[src/rtl/bit_deser_pkg.sv]
// Shared types and sizing helpers for the serial bit deserializer.
package bit_deser_pkg;

  typedef enum logic {
    EMPTY = 1'b0,
    HOLD  = 1'b1
  } deser_state_t;

  localparam int unsigned WORD_CNT_W = 8;

  function automatic int unsigned cnt_width(input int unsigned width);
    int unsigned w;
    w = $clog2(width);
    return (w < 1) ? 1 : w;
  endfunction

endpackage

[src/rtl/bit_triplet_deser.sv]
// Serial-to-parallel collector: assembles WIDTH accepted bits into a word and
// holds one finished word on a registered valid/ready output.
module bit_triplet_deser
  import bit_deser_pkg::*;
#(
  parameter int WIDTH     = 3,
  parameter int MSB_FIRST = 1
) (
  input  logic                  clk,
  input  logic                  rst_n,
  input  logic                  in_valid,
  input  logic                  in_bit,
  output logic                  in_ready,
  input  logic                  flush,
  output logic                  out_valid,
  output logic [WIDTH-1:0]      out_data,
  input  logic                  out_ready,
  output logic [WORD_CNT_W-1:0] word_cnt
);

  localparam int unsigned CNT_W = cnt_width(WIDTH);

  deser_state_t     state;
  logic [CNT_W-1:0] cnt;
  logic [WIDTH-1:0] partial;
  logic [WIDTH-1:0] merged;
  logic             last_bit;
  logic             accept;
  logic             complete;

  assign last_bit = (cnt == CNT_W'(WIDTH - 1));
  // Only the word-completing bit can stall, and only while a held word is blocked.
  assign in_ready = !flush && !(last_bit && out_valid && !out_ready);
  assign accept   = in_valid && in_ready;
  assign complete = accept && last_bit;

  always_comb begin
    merged = '0;
    if (MSB_FIRST != 0) merged = {partial[WIDTH-2:0], in_bit};
    else                merged = {in_bit, partial[WIDTH-1:1]};
  end

  always_ff @(posedge clk or negedge rst_n) begin
    if (!rst_n) begin
      state     <= EMPTY;
      cnt       <= '0;
      partial   <= '0;
      out_valid <= 1'b0;
      out_data  <= '0;
      word_cnt  <= '0;
    end else begin
      if (flush) begin
        cnt     <= '0;
        partial <= '0;
      end else if (accept) begin
        if (last_bit) begin
          cnt     <= '0;
          partial <= '0;
        end else begin
          cnt     <= cnt + 1'b1;
          partial <= merged;
        end
      end

      if (out_valid && out_ready) word_cnt <= word_cnt + 1'b1;

      // A completion while in HOLD implies out_ready=1, so replacing the word is a clean handoff.
      case (state)
        EMPTY: begin
          if (complete) begin
            state     <= HOLD;
            out_valid <= 1'b1;
            out_data  <= merged;
          end
        end
        HOLD: begin
          if (complete) begin
            out_data <= merged;
          end else if (out_ready) begin
            state     <= EMPTY;
            out_valid <= 1'b0;
          end
        end
        default: begin
          state     <= EMPTY;
          out_valid <= 1'b0;
        end
      endcase
    end
  end

endmodule

[config.mk]
export PLATFORM = sky130hd
export DESIGN_NAME = bit_triplet_deser
export DESIGN_NICKNAME = d
export VERILOG_FILES = /design/src/rtl/bit_deser_pkg.sv /design/src/rtl/bit_triplet_deser.sv
export SDC_FILE = /design/constraint.sdc
export NUM_CORES = 1
export LEC_CHECK = 0
export CORE_AREA = 2 2 54 56
export DETAILED_ROUTE_END_ITERATION = 8
export DIE_AREA = 0 0 56 58
export GPL_ROUTABILITY_DRIVEN = 0
export GPL_TIMING_DRIVEN = 0
export HOLD_SLACK_MARGIN = 0.08
export PLACE_DENSITY = 0.61
export REMOVE_ABC_BUFFERS = 1
export SYNTH_ARGS = -nofsm -noshare
export SYNTH_HDL_FRONTEND = slang
export SYNTH_SLANG_ARGS = --single-unit
[constraint.sdc]
create_clock -name clk -period 1.29 [get_ports clk]
set_input_delay 0.387 -clock clk [delete_from_list [all_inputs] [get_ports clk]]
set_output_delay 0.387 -clock clk [all_outputs]
set_load 0.1 [all_outputs]
==> impl_results.rst <==
.. list-table::
   :header-rows: 1

   * - Metric
     - Value
   * - Result of the run
     - finished with violations
   * - Violated checks
     - setup timing
   * - Number of placed instances, taps included
     - 117
   * - Design internal power
     - 0.00160 W
   * - Biggest fanout along the worst timing path
     - 8
   * - Pin count of the biggest net entering global routing
     - 18
   * - Vias in the first global route
     - 671
   * - Final Hold Fails
     - 0
   * - Total of endpoints with negative setup slack in the final report
     - 7
   * - Sequential Power Share
     - 25.2%
   * - Number of standard cells in the final layout excluding fillers
     - 136
   * - Clock Skews
     - 0.00854 ns
   * - Mean Syn Cell Area
     - 11.3 um2
   * - CTS tree
     - yes
   * - Fraction of post-synthesis cell area in the top cell type by area
     - 55.5%
   * - Post-detailed-route DRC marker count
     - 0
   * - Fraction of power spent switching nets
     - 47.8%
   * - Vertical extent of the die
     - 58 um
   * - Tcrit/Tclk final
     - 127%
   * - Power share of the clock group
     - 9.3%
   * - Initial DRC count
     - 6
   * - Cell Area, Synth
     - 767 um2
   * - Worst hold-check path type
     - in -> reg
   * - Detailed-route vias per instance
     - 4.69
   * - Initial antenna violation count
     - 0
   * - Clock Latency Late Sink
     - 0.29 ns
   * - Sum of overflow across all layers after global routing
     - 0
   * - Average detailed-routed wire length per instance
     - 12.8 um
   * - Share of synthesized flip-flops with an asynchronous set or reset
     - 100%
   * - Number of flops mapped to enable cells by yosys
     - 0
   * - Total number of vias
     - 638
   * - Clock period minus worst slack
     - 1.64 ns
   * - Total inserted antenna cells
     - 0
   * - Htree depth
     - 1
   * - Leak Pwr
     - 0.617 nW
   * - Kind of critical path
     - in -> out
   * - Setup crit start kind
     - input port
   * - Final hold slack
     - 0.451 ns
   * - Chip width
     - 56 um
   * - Achievable clock frequency
     - 0.608 GHz
   * - Area growth syn-to-layout
     - 74.6%
   * - Leading cell types by total area after synthesis
     - dfrtp_1 (55%), mux2_2 (5.9%), xnor2_1 (4.6%), xor2_1 (3.4%), and4bb_2 (3.3%)
   * - Worst-margin pin slew
     - 0.769 ns
   * - Total of max-cap violations
     - 0
   * - Most numerous cell in the Yosys netlist
     - dfrtp_1
   * - Initial core utilization
     - 28.8%
   * - Kind of capture point of the worst setup path
     - output pin
   * - Biggest area consumer among synthesized cells
     - dfrtp_1
   * - Fraction of final layout cells sized beyond drive strength 1
     - 45.7%
   * - Relative slew slack
     - 48.6%
   * - Power density normalized to cell area
     - 2280 nW/um2
   * - Count of different cell masters after synthesis
     - 21
   * - Setup repair after global routing missed its margin
     - true
   * - Wire length of the first global-routing pass
     - 2840 um
   * - Worst ir drop on vdd
     - 1.42 mV
   * - Length of the first detailed-routing pass in iterations
     - 4
   * - Tot GR Track Use
     - 11.2%
   * - Number of pins exceeding their max-slew limit in the final report
     - 0
   * - Final worst setup slack
     - -0.355 ns
   * - Maximum count of clock buffers along a single path
     - 2
   * - Combinational Power Share
     - 65.6%
   * - Leading cell types by count after synthesis
     - dfrtp_1 (17), nor2_1 (6), nand2_1 (5)
   * - CTS Root Cell
     - clkbuf_4
   * - Total Wirelength
     - 1740 um
   * - Clock-pin transition on the worst setup and hold timing paths
     - 0.09 ns
   * - Synthesis-stage register bit count
     - 17
   * - Switch Pwr
     - 0.00146 W
   * - Floorplan Core Area
     - 2660 um2
   * - Fin nets
     - 113
   * - Post-detailed-placement half-perimeter wirelength
     - 1070 um
   * - Number of sinks on the clock net
     - 17
   * - Std cell rows
     - 19
   * - Buffers on Ports
     - 18
   * - Sequential-to-total area share from yosys stat
     - 55.5%
   * - Number of routed nets with antenna violations
     - 0
   * - Top-Level Pins
     - 19
   * - Cells after synthesis
     - 68
   * - Critical Path AT
     - 1.26 ns
   * - Yosys warnings
     - 0
   * - TritonCTS Buffers
     - 3
   * - Required time of the critical path
     - 0.90 ns
   * - Floorplan die area
     - 3250 um2
   * - Most frequently used flop master after synthesis
     - dfrtp_1
==> registers in the layout, summed over array words and instances, names as in the netlist <==
register   flops
out_valid      1
out_data       3
word_cnt       8
cnt            2
partial        2
state          1
==> kinds of logic after synthesis <==
group                    count (synthesis)  synth area share (%)
AND/OR/NAND/NOR                         27                  20.6
flip-flops                              17                  55.5
AO/OA/AOI/OAI                            7                  5.22
XOR/XNOR                                 7                  7.99
multiplexers                             5                  7.18
buffers and inverters                    4                  1.96
adder cells (fa/ha/maj)                  1                  1.63
==> power by group through the flow <==
| stage | Sequential [W] | Combinational [W] | Clock (W) |
|---|---|---|---|
| 2_1_floorplan | 0.00154 | 0.000221 | 0 |
| 3_3_place_gp | 0.000788 | 0.00127 | 0 |
| 3_5_place_dp | 0.000797 | 0.00129 | 0 |
| 4_1_cts | 0.000755 | 0.00172 | 0.000294 |
| 5_1_grt | 0.000787 | 0.00208 | 0.000324 |
| 6_report | 0.000770 | 0.00201 | 0.000283 |
==> critical path, cell delays in order <==
cell and delay, ns:
clkdlybuf4s15_2 0.29, and4bb_2 0.30, nor2_4 0.11, buf_12 0.18
==> area by class of cell <==
cell class	instances	area [um2]
clock buffers	4	26.3
fillers	237	1320
well taps	31	38.8
inverters	4	15.0
multi-input cells	47	384
flip-flops and latches	17	428
repair buffers	33	447
==> metal layers <==
layer	track usage, %	up-vias	share of wire (%)
li1	-	308	-
met1	12.9	312	40
met2	20.0	18	55
met3	4.24	0	5.0
met4	2.04	0	0
met5	0	-	0
==> layout by cell type, fill, tap and decap left out, types with 4 or more instances in the layout <==
cell / instances
nand3_1: 4
dfrtp_1: 15
nand2b_1: 4
xnor2_1: 4
buf_12: 12
nand2_1: 4
buf_6: 7
nor2_1: 4
buf_4: 8
==> metrics by stage <==
stage	util, %	setup WS [ns]	area [um2]	total power (W)	TNS (ns)
floorplan	-	-1.57	767	0.00176	-7.90
global placement	37.0	-1.65	986	0.00206	-16.90
detailed placement	37.0	-1.65	986	0.00208	-17.16
CTS	45.0	-0.379	1200	0.00277	-0.943
global route	50.3	-0.399	1340	0.00319	-1.24
finish	50.3	-0.355	1340	0.00306	-0.627
==> worst paths after layout <==
kind	start	end	slack, ns	cells past startpoint
max	out_ready	in_ready	-0.35	4
min	in_valid	cnt[0]	0.45	3
max reg2reg	cnt[0]	out_data[0]	-0.06	4
min reg2reg	state	out_valid	0.47	1
max in group asynchronous	rst_n	word_cnt[2]	0.22	1
min in group asynchronous	rst_n	word_cnt[7]	0.54	1
==> what timing repair did <==
action                     CTS  global route
setup endpoints to repair   23            22
resized for setup          117            26
buffers inserted            11             6
hold buffers                 0             0
pin swaps                    1            10
Power figures use the tool's default switching activity.
